[src/rtl/lud2x2_seq_if.sv]
// Request/result handshake bundle for lud2x2_seq.
// Master drives requests and accepts results; slave is the sequencer.
interface lud2x2_seq_if #(
  parameter int DW = 8
);
  logic            in_valid;
  logic            in_ready;
  logic [4*DW-1:0] A;
  logic            out_valid;
  logic            out_ready;
  logic [4*DW-1:0] L;
  logic [4*DW-1:0] U;
  logic [2:0]      status;

  modport master (
    output in_valid, A, out_ready,
    input  in_ready, out_valid, L, U, status
  );

  modport slave (
    input  in_valid, A, out_ready,
    output in_ready, out_valid, L, U, status
  );
endinterface

[src/rtl/lud2x2_seq.sv]
// Sequential Doolittle LU factorisation of one packed 2x2 matrix (serial divider + one MAC step).
// Optional cycle counter port enabled by defining LUD_CYCLE_CNT_EN.
module lud2x2_seq #(
  parameter int DW        = 8,
  parameter int FRAC_BITS = 4
`ifdef LUD_CYCLE_CNT_EN
  , parameter int CNT_W   = 16
`endif
) (
  input  logic            clk,
  input  logic            rst_n,
  lud2x2_seq_if.slave     bus,
  output logic            busy
`ifdef LUD_CYCLE_CNT_EN
  , output logic [CNT_W-1:0] cycles
`endif
);

  localparam int QW  = DW + FRAC_BITS;
  localparam int BCW = $clog2(QW + 1);
  localparam logic [DW-1:0] ONE = DW'(1 << FRAC_BITS);

  typedef enum logic [2:0] {IDLE, CHECK, DIV, MAC, DONE} state_t;

  state_t state, next_state;

  logic [4*DW-1:0] a_reg;
  logic [DW:0]     rem;
  logic [QW-1:0]   dq;
  logic [BCW-1:0]  bit_cnt;
  logic [4*DW-1:0] l_reg, u_reg;
  logic [2:0]      status_reg;

  logic [DW-1:0]   a00, a01, a10, a11;
  logic [DW:0]     rem_shift, rem_sub;
  logic            ge;
  logic            l_sat, u_unf;
  logic [DW-1:0]   l10, u11;
  logic [2*DW-1:0] prod, p;

  assign a00 = a_reg[4*DW-1 -: DW];
  assign a01 = a_reg[3*DW-1 -: DW];
  assign a10 = a_reg[2*DW-1 -: DW];
  assign a11 = a_reg[DW-1:0];

  always_ff @(posedge clk or negedge rst_n) begin
    if (!rst_n) state <= IDLE;
    else        state <= next_state;
  end

  always_comb begin
    next_state = state;
    case (state)
      IDLE:    if (bus.in_valid) next_state = CHECK;
      CHECK:   next_state = (a00 == '0) ? DONE : DIV;
      DIV:     if (bit_cnt == BCW'(QW - 1)) next_state = MAC;
      MAC:     next_state = DONE;
      DONE:    if (bus.out_ready) next_state = IDLE;
      default: next_state = IDLE;
    endcase
  end

  always_comb begin
    bus.in_ready  = (state == IDLE);
    bus.out_valid = (state == DONE);
    busy          = (state != IDLE);
  end

  // Restoring step: the remainder stays below the divisor, so DW+1 bits hold the shifted value.
  always_comb begin
    rem_shift = {rem[DW-1:0], dq[QW-1]};
    ge        = (rem_shift >= {1'b0, a00});
    rem_sub   = rem_shift - {1'b0, a00};
  end

  always_comb begin
    l_sat = |dq[QW-1:DW];
    l10   = l_sat ? {DW{1'b1}} : dq[DW-1:0];
    prod  = {{DW{1'b0}}, l10} * {{DW{1'b0}}, a01};
    p     = prod >> FRAC_BITS;
    u_unf = (p > {{DW{1'b0}}, a11});
    u11   = u_unf ? '0 : (a11 - p[DW-1:0]);
  end

  always_ff @(posedge clk or negedge rst_n) begin
    if (!rst_n) begin
      a_reg   <= '0;
      rem     <= '0;
      dq      <= '0;
      bit_cnt <= '0;
    end else begin
      case (state)
        IDLE: if (bus.in_valid) a_reg <= bus.A;
        CHECK: begin
          rem     <= '0;
          dq      <= {a10, {FRAC_BITS{1'b0}}};
          bit_cnt <= '0;
        end
        DIV: begin
          rem     <= ge ? rem_sub : rem_shift;
          dq      <= {dq[QW-2:0], ge};
          bit_cnt <= bit_cnt + 1'b1;
        end
        default: ;
      endcase
    end
  end

  // Results are only written on the edge entering DONE and otherwise hold.
  always_ff @(posedge clk or negedge rst_n) begin
    if (!rst_n) begin
      l_reg      <= '0;
      u_reg      <= '0;
      status_reg <= '0;
    end else if (state == CHECK && a00 == '0) begin
      l_reg      <= '0;
      u_reg      <= '0;
      status_reg <= 3'b100;
    end else if (state == MAC) begin
      l_reg      <= {ONE, {DW{1'b0}}, l10, ONE};
      u_reg      <= {a00, a01, {DW{1'b0}}, u11};
      status_reg <= {1'b0, l_sat, u_unf};
    end
  end

  assign bus.L      = l_reg;
  assign bus.U      = u_reg;
  assign bus.status = status_reg;

`ifdef LUD_CYCLE_CNT_EN
  always_ff @(posedge clk or negedge rst_n) begin
    if (!rst_n)
      cycles <= '0;
    else if (state == IDLE && bus.in_valid)
      cycles <= '0;
    else if (state == CHECK || state == DIV || state == MAC)
      cycles <= cycles + 1'b1;
  end
`endif

endmodule

[src/flat_wrapper.sv]
// flat-port wrapper written by rule: the top's interface ports become plain ports
module lud2x2_seq_flat 
#(
  parameter int DW        = 8,
  parameter int FRAC_BITS = 4

)
  (clk, rst_n, busy, bus_in_valid, bus_A, bus_out_ready, bus_in_ready, bus_out_valid, bus_L, bus_U, bus_status);
  lud2x2_seq_if #(.DW(DW)) bus_i ();
  input  logic clk;
  input  logic rst_n;
  output logic busy;
  input wire logic [$bits(bus_i.in_valid)-1:0] bus_in_valid;
  input wire logic [$bits(bus_i.A)-1:0] bus_A;
  input wire logic [$bits(bus_i.out_ready)-1:0] bus_out_ready;
  output wire logic [$bits(bus_i.in_ready)-1:0] bus_in_ready;
  output wire logic [$bits(bus_i.out_valid)-1:0] bus_out_valid;
  output wire logic [$bits(bus_i.L)-1:0] bus_L;
  output wire logic [$bits(bus_i.U)-1:0] bus_U;
  output wire logic [$bits(bus_i.status)-1:0] bus_status;
  assign bus_i.in_valid = bus_in_valid;
  assign bus_i.A = bus_A;
  assign bus_i.out_ready = bus_out_ready;
  assign bus_in_ready = bus_i.in_ready;
  assign bus_out_valid = bus_i.out_valid;
  assign bus_L = bus_i.L;
  assign bus_U = bus_i.U;
  assign bus_status = bus_i.status;
  lud2x2_seq #(.DW(DW), .FRAC_BITS(FRAC_BITS)) u_core (.clk(clk), .rst_n(rst_n), .bus(bus_i), .busy(busy));
endmodule
[config.mk]
export PLATFORM = sky130hd
export DESIGN_NAME = lud2x2_seq_flat
export DESIGN_NICKNAME = d
export VERILOG_FILES = /design/src/rtl/lud2x2_seq_if.sv /design/src/rtl/lud2x2_seq.sv /design/src/flat_wrapper.sv
export SDC_FILE = /design/constraint.sdc
export NUM_CORES = 1
export LEC_CHECK = 0
export CAP_MARGIN = 20
export CELL_PAD_IN_SITES_DETAIL_PLACEMENT = 1
export CELL_PAD_IN_SITES_GLOBAL_PLACEMENT = 2
export CORE_ASPECT_RATIO = 1.1
export CORE_MARGIN = 2
export CORE_UTILIZATION = 31
export DETAILED_ROUTE_END_ITERATION = 10
export PLACE_DENSITY_LB_ADDON = 0.25
export SLEW_MARGIN = 15
export SYNTH_ARGS = -nofsm -noshare
export SYNTH_HDL_FRONTEND = slang
export SYNTH_SLANG_ARGS = --single-unit
[constraint.sdc]
create_clock -name clk -period 6.9 [get_ports clk]
set_input_delay 0.69 -clock clk [delete_from_list [all_inputs] [get_ports clk]]
set_output_delay 0.69 -clock clk [all_outputs]
set_load 0.05 [all_outputs]
==> results.toml <==
[setup_path]
endpoint_kind = "flop"
critPathKind = "reg -> reg"
reg2reg_from = "u_core.dq[9]"
crit_path_start = "u_core.dq[9]"
start_kind = "flop"
arrival_ps = 6810
cp_max_fo = 21
worst_ep_required_time_ps = 7190

[synth]
synthFlopType = "dfrtp_1"
yosys_warnings = 0
ys_async_sr_fraction_pct = 100
synth.distinct_cells = 53
synth.yosys.seq_area_share_pct = 34.4
synth_cells = 706
synth_edf_count = 0
syn_area_sq_um = 6910
synth-seq-cells = 95
syn_avg_cell_area_sq_um = 9.78

[cts]
numCtsBuffers = 9
cts_tree = "done"
cts_max_level = 3
clk_path_buf_depth = 2
cts.clk_slew.worst_paths_ps = 70
clkLatencyLatePin_ps = 350
cts_root_buf = "clkbuf_16"
clock-sinks = 95

[placement]
placed_cell_area_sq_um = 7900
dp_hpwl_um = 14200
dp_slack_ps = 32.5
routabilityCongestion = 0.810
place.port_buffers = 75

[die]
die-width_um = 146
die-area_sq_um = 23500
coreArea_sq_um = 22000
row_count = 57
die_y_um = 161
io_pins = 106
initial_core_util_pct = 31.4

[sta]
fin_skew_ps = 6.99
rsz0062_at_grt = "no"
fin_crit_ps = 6520
worst_pin_slew_ps = 1000
hold_violations = 0
finalCritPeriodShare_pct = 94.5
relSlewSlack_pct = 33.1
maxSlewViolCount = 0
finalSetupViolCount = 0
max_freq_mhz = 153
fin_tns_setup_ps = 0
setup_slack_ps = 380

[routing]
drt-wirelength-per-cell_um = 17.2
vias = 5226
antenna_left = 0
drtIter0Drc = 185
dr.pass1.iters = 7
drt_wl_total_um = 18500
drc = 0
vias_per_cell = 4.86

[finish]
multi_input_area_sq_um = 4070
layout_commonest_cell = "dfrtp_1"
fin_area_sq_um = 8220
largest_reg_flops = 32
seqCellArea_sq_um = 2380
final_cell_mix = "dfrtp_1, clkdlybuf4s50_1, inv_1"
drive_above_1_share_pct = 8.32
syn_to_final_growth_pct = 19.1
antenna_cells = 0
fin_nets = 908
n_fill_cell = 2524

[global_route]
grtUsageTotal_pct = 16.7
use_met3_pct = 2.33
grt_pass1_wl_um = 31100
grt.overflow.total = 0
use_met2_pct = 30.1
use_met1_pct = 20.9
grt_max_degree = 66
grt_pass1_vias = 5861
top_usage_layer = "met2"
antenna_found_initial = 0

[hold_path]
min_path_type = "in -> async"

[run]
maxCapViolations = 0

[outcome]
status = "completed"
[synthesized netlist by cell type (4+ instances only)]
| cell | count | area share [%] |
|---|---|---|
| a21boi_0 | 5 | 0.54 |
| a21oi_1 | 19 | 1.4 |
| a22o_1 | 19 | 2.4 |
| a32o_1 | 6 | 0.87 |
| buf_1 | 5 | 0.27 |
| buf_4 | 32 | 3.5 |
| clkbuf_1 | 19 | 1.0 |
| dfrtp_1 | 95 | 34 |
| fa_1 | 38 | 11 |
| ha_1 | 57 | 10 |
| inv_1 | 71 | 3.9 |
| mux2_2 | 18 | 2.9 |
| mux2i_1 | 9 | 1.3 |
| nand2_1 | 64 | 3.5 |
| nand2b_1 | 9 | 0.82 |
| nand3_1 | 7 | 0.51 |
| nand4_1 | 7 | 0.63 |
| nor2_1 | 25 | 1.4 |
| nor2b_1 | 56 | 5.1 |
| nor3_1 | 5 | 0.36 |
| o21ai_0 | 72 | 5.2 |
| or2_2 | 4 | 0.36 |
| xnor2_1 | 10 | 1.3 |
| xor2_1 | 10 | 1.3 |
[logic make-up (layout without fill, tap and decap cells)]
kind of cell / Yosys count / count (layout) / share of synthesized area, %
adder cells (fa/ha/maj): 95 / 95 / 21.3
other: 1 / 30 / 0.0543
AO/OA/AOI/OAI: 148 / 148 / 14.0
AND/OR/NAND/NOR: 193 / 193 / 14.8
multiplexers: 27 / 27 / 4.24
flip-flops: 95 / 95 / 34.4
buffers and inverters: 127 / 173 / 8.64
XOR/XNOR: 20 / 20 / 2.54
[metrics by stage]
stage	util, %	cells	hold slack, ps
final	37.4	1076	271
after global routing	37.4	1076	292
after CTS	37.3	1076	282
after detailed placement	35.9	1061	477
after global placement	35.9	1061	471
after floorplan	-	735	394
[final timing paths]
check / slack [ps] / to / cells past startpoint
worst max-delay path: 380 / u_core.bus.U[3] / 24
worst min-delay path: 270 / u_core.a_reg[11] / 1
worst max register to register: 380 / u_core.bus.U[3] / 24
worst min register to register: 490 / u_core.bus.U[28] / 2
max in group asynchronous: 5410 / u_core.a_reg[7] / 2
min in group clk: 490 / u_core.bus.U[28] / 2
[worst max-delay path, stage by stage, from the launching register on]
cell	delay, ps
dfrtp_1	450
or4_4	680
o21ai_0	290
fa_1	490
fa_1	550
inv_1	60
fa_1	530
inv_1	60
fa_1	520
inv_1	40
ha_1	320
nand2_1	150
o21bai_1	130
a21boi_0	130
o41ai_1	260
buf_4	180
xnor2_1	110
ha_1	290
a21oi_1	170
o21ai_0	100
o22ai_1	200
o31ai_1	140
nor4_4	210
buf_4	200
a32o_1	180
[routing by layer]
metal	up-vias	share of wire [%]
met5	-	0
met4	0	1.3
met3	19	2.3
met2	68	53
met1	2677	44
li1	2462	-
[area by class of cell]
cell class | count | area share [%]
multi-input cells | 513 | 49.5
flip-flops and latches | 95 | 28.9
repair buffers | 87 | 10.2
well taps | 295 | 4.49
inverters | 71 | 3.24
clock buffers | 10 | 2.91
clock inverters | 5 | 0.715
[timing repair]
| item | CTS | global route |
|---|---|---|
| endpoints found under the hold margin | 0 | 0 |
| hold buffers | 0 | 0 |
| gates resized for setup | 0 | 8 |
| buffers inserted | 0 | 0 |
| setup endpoints to repair | 0 | 9 |
Power is left out: the tool's default activity adds up to more than one toggle a clock period on the data nets, which glitch-free logic cannot reach.
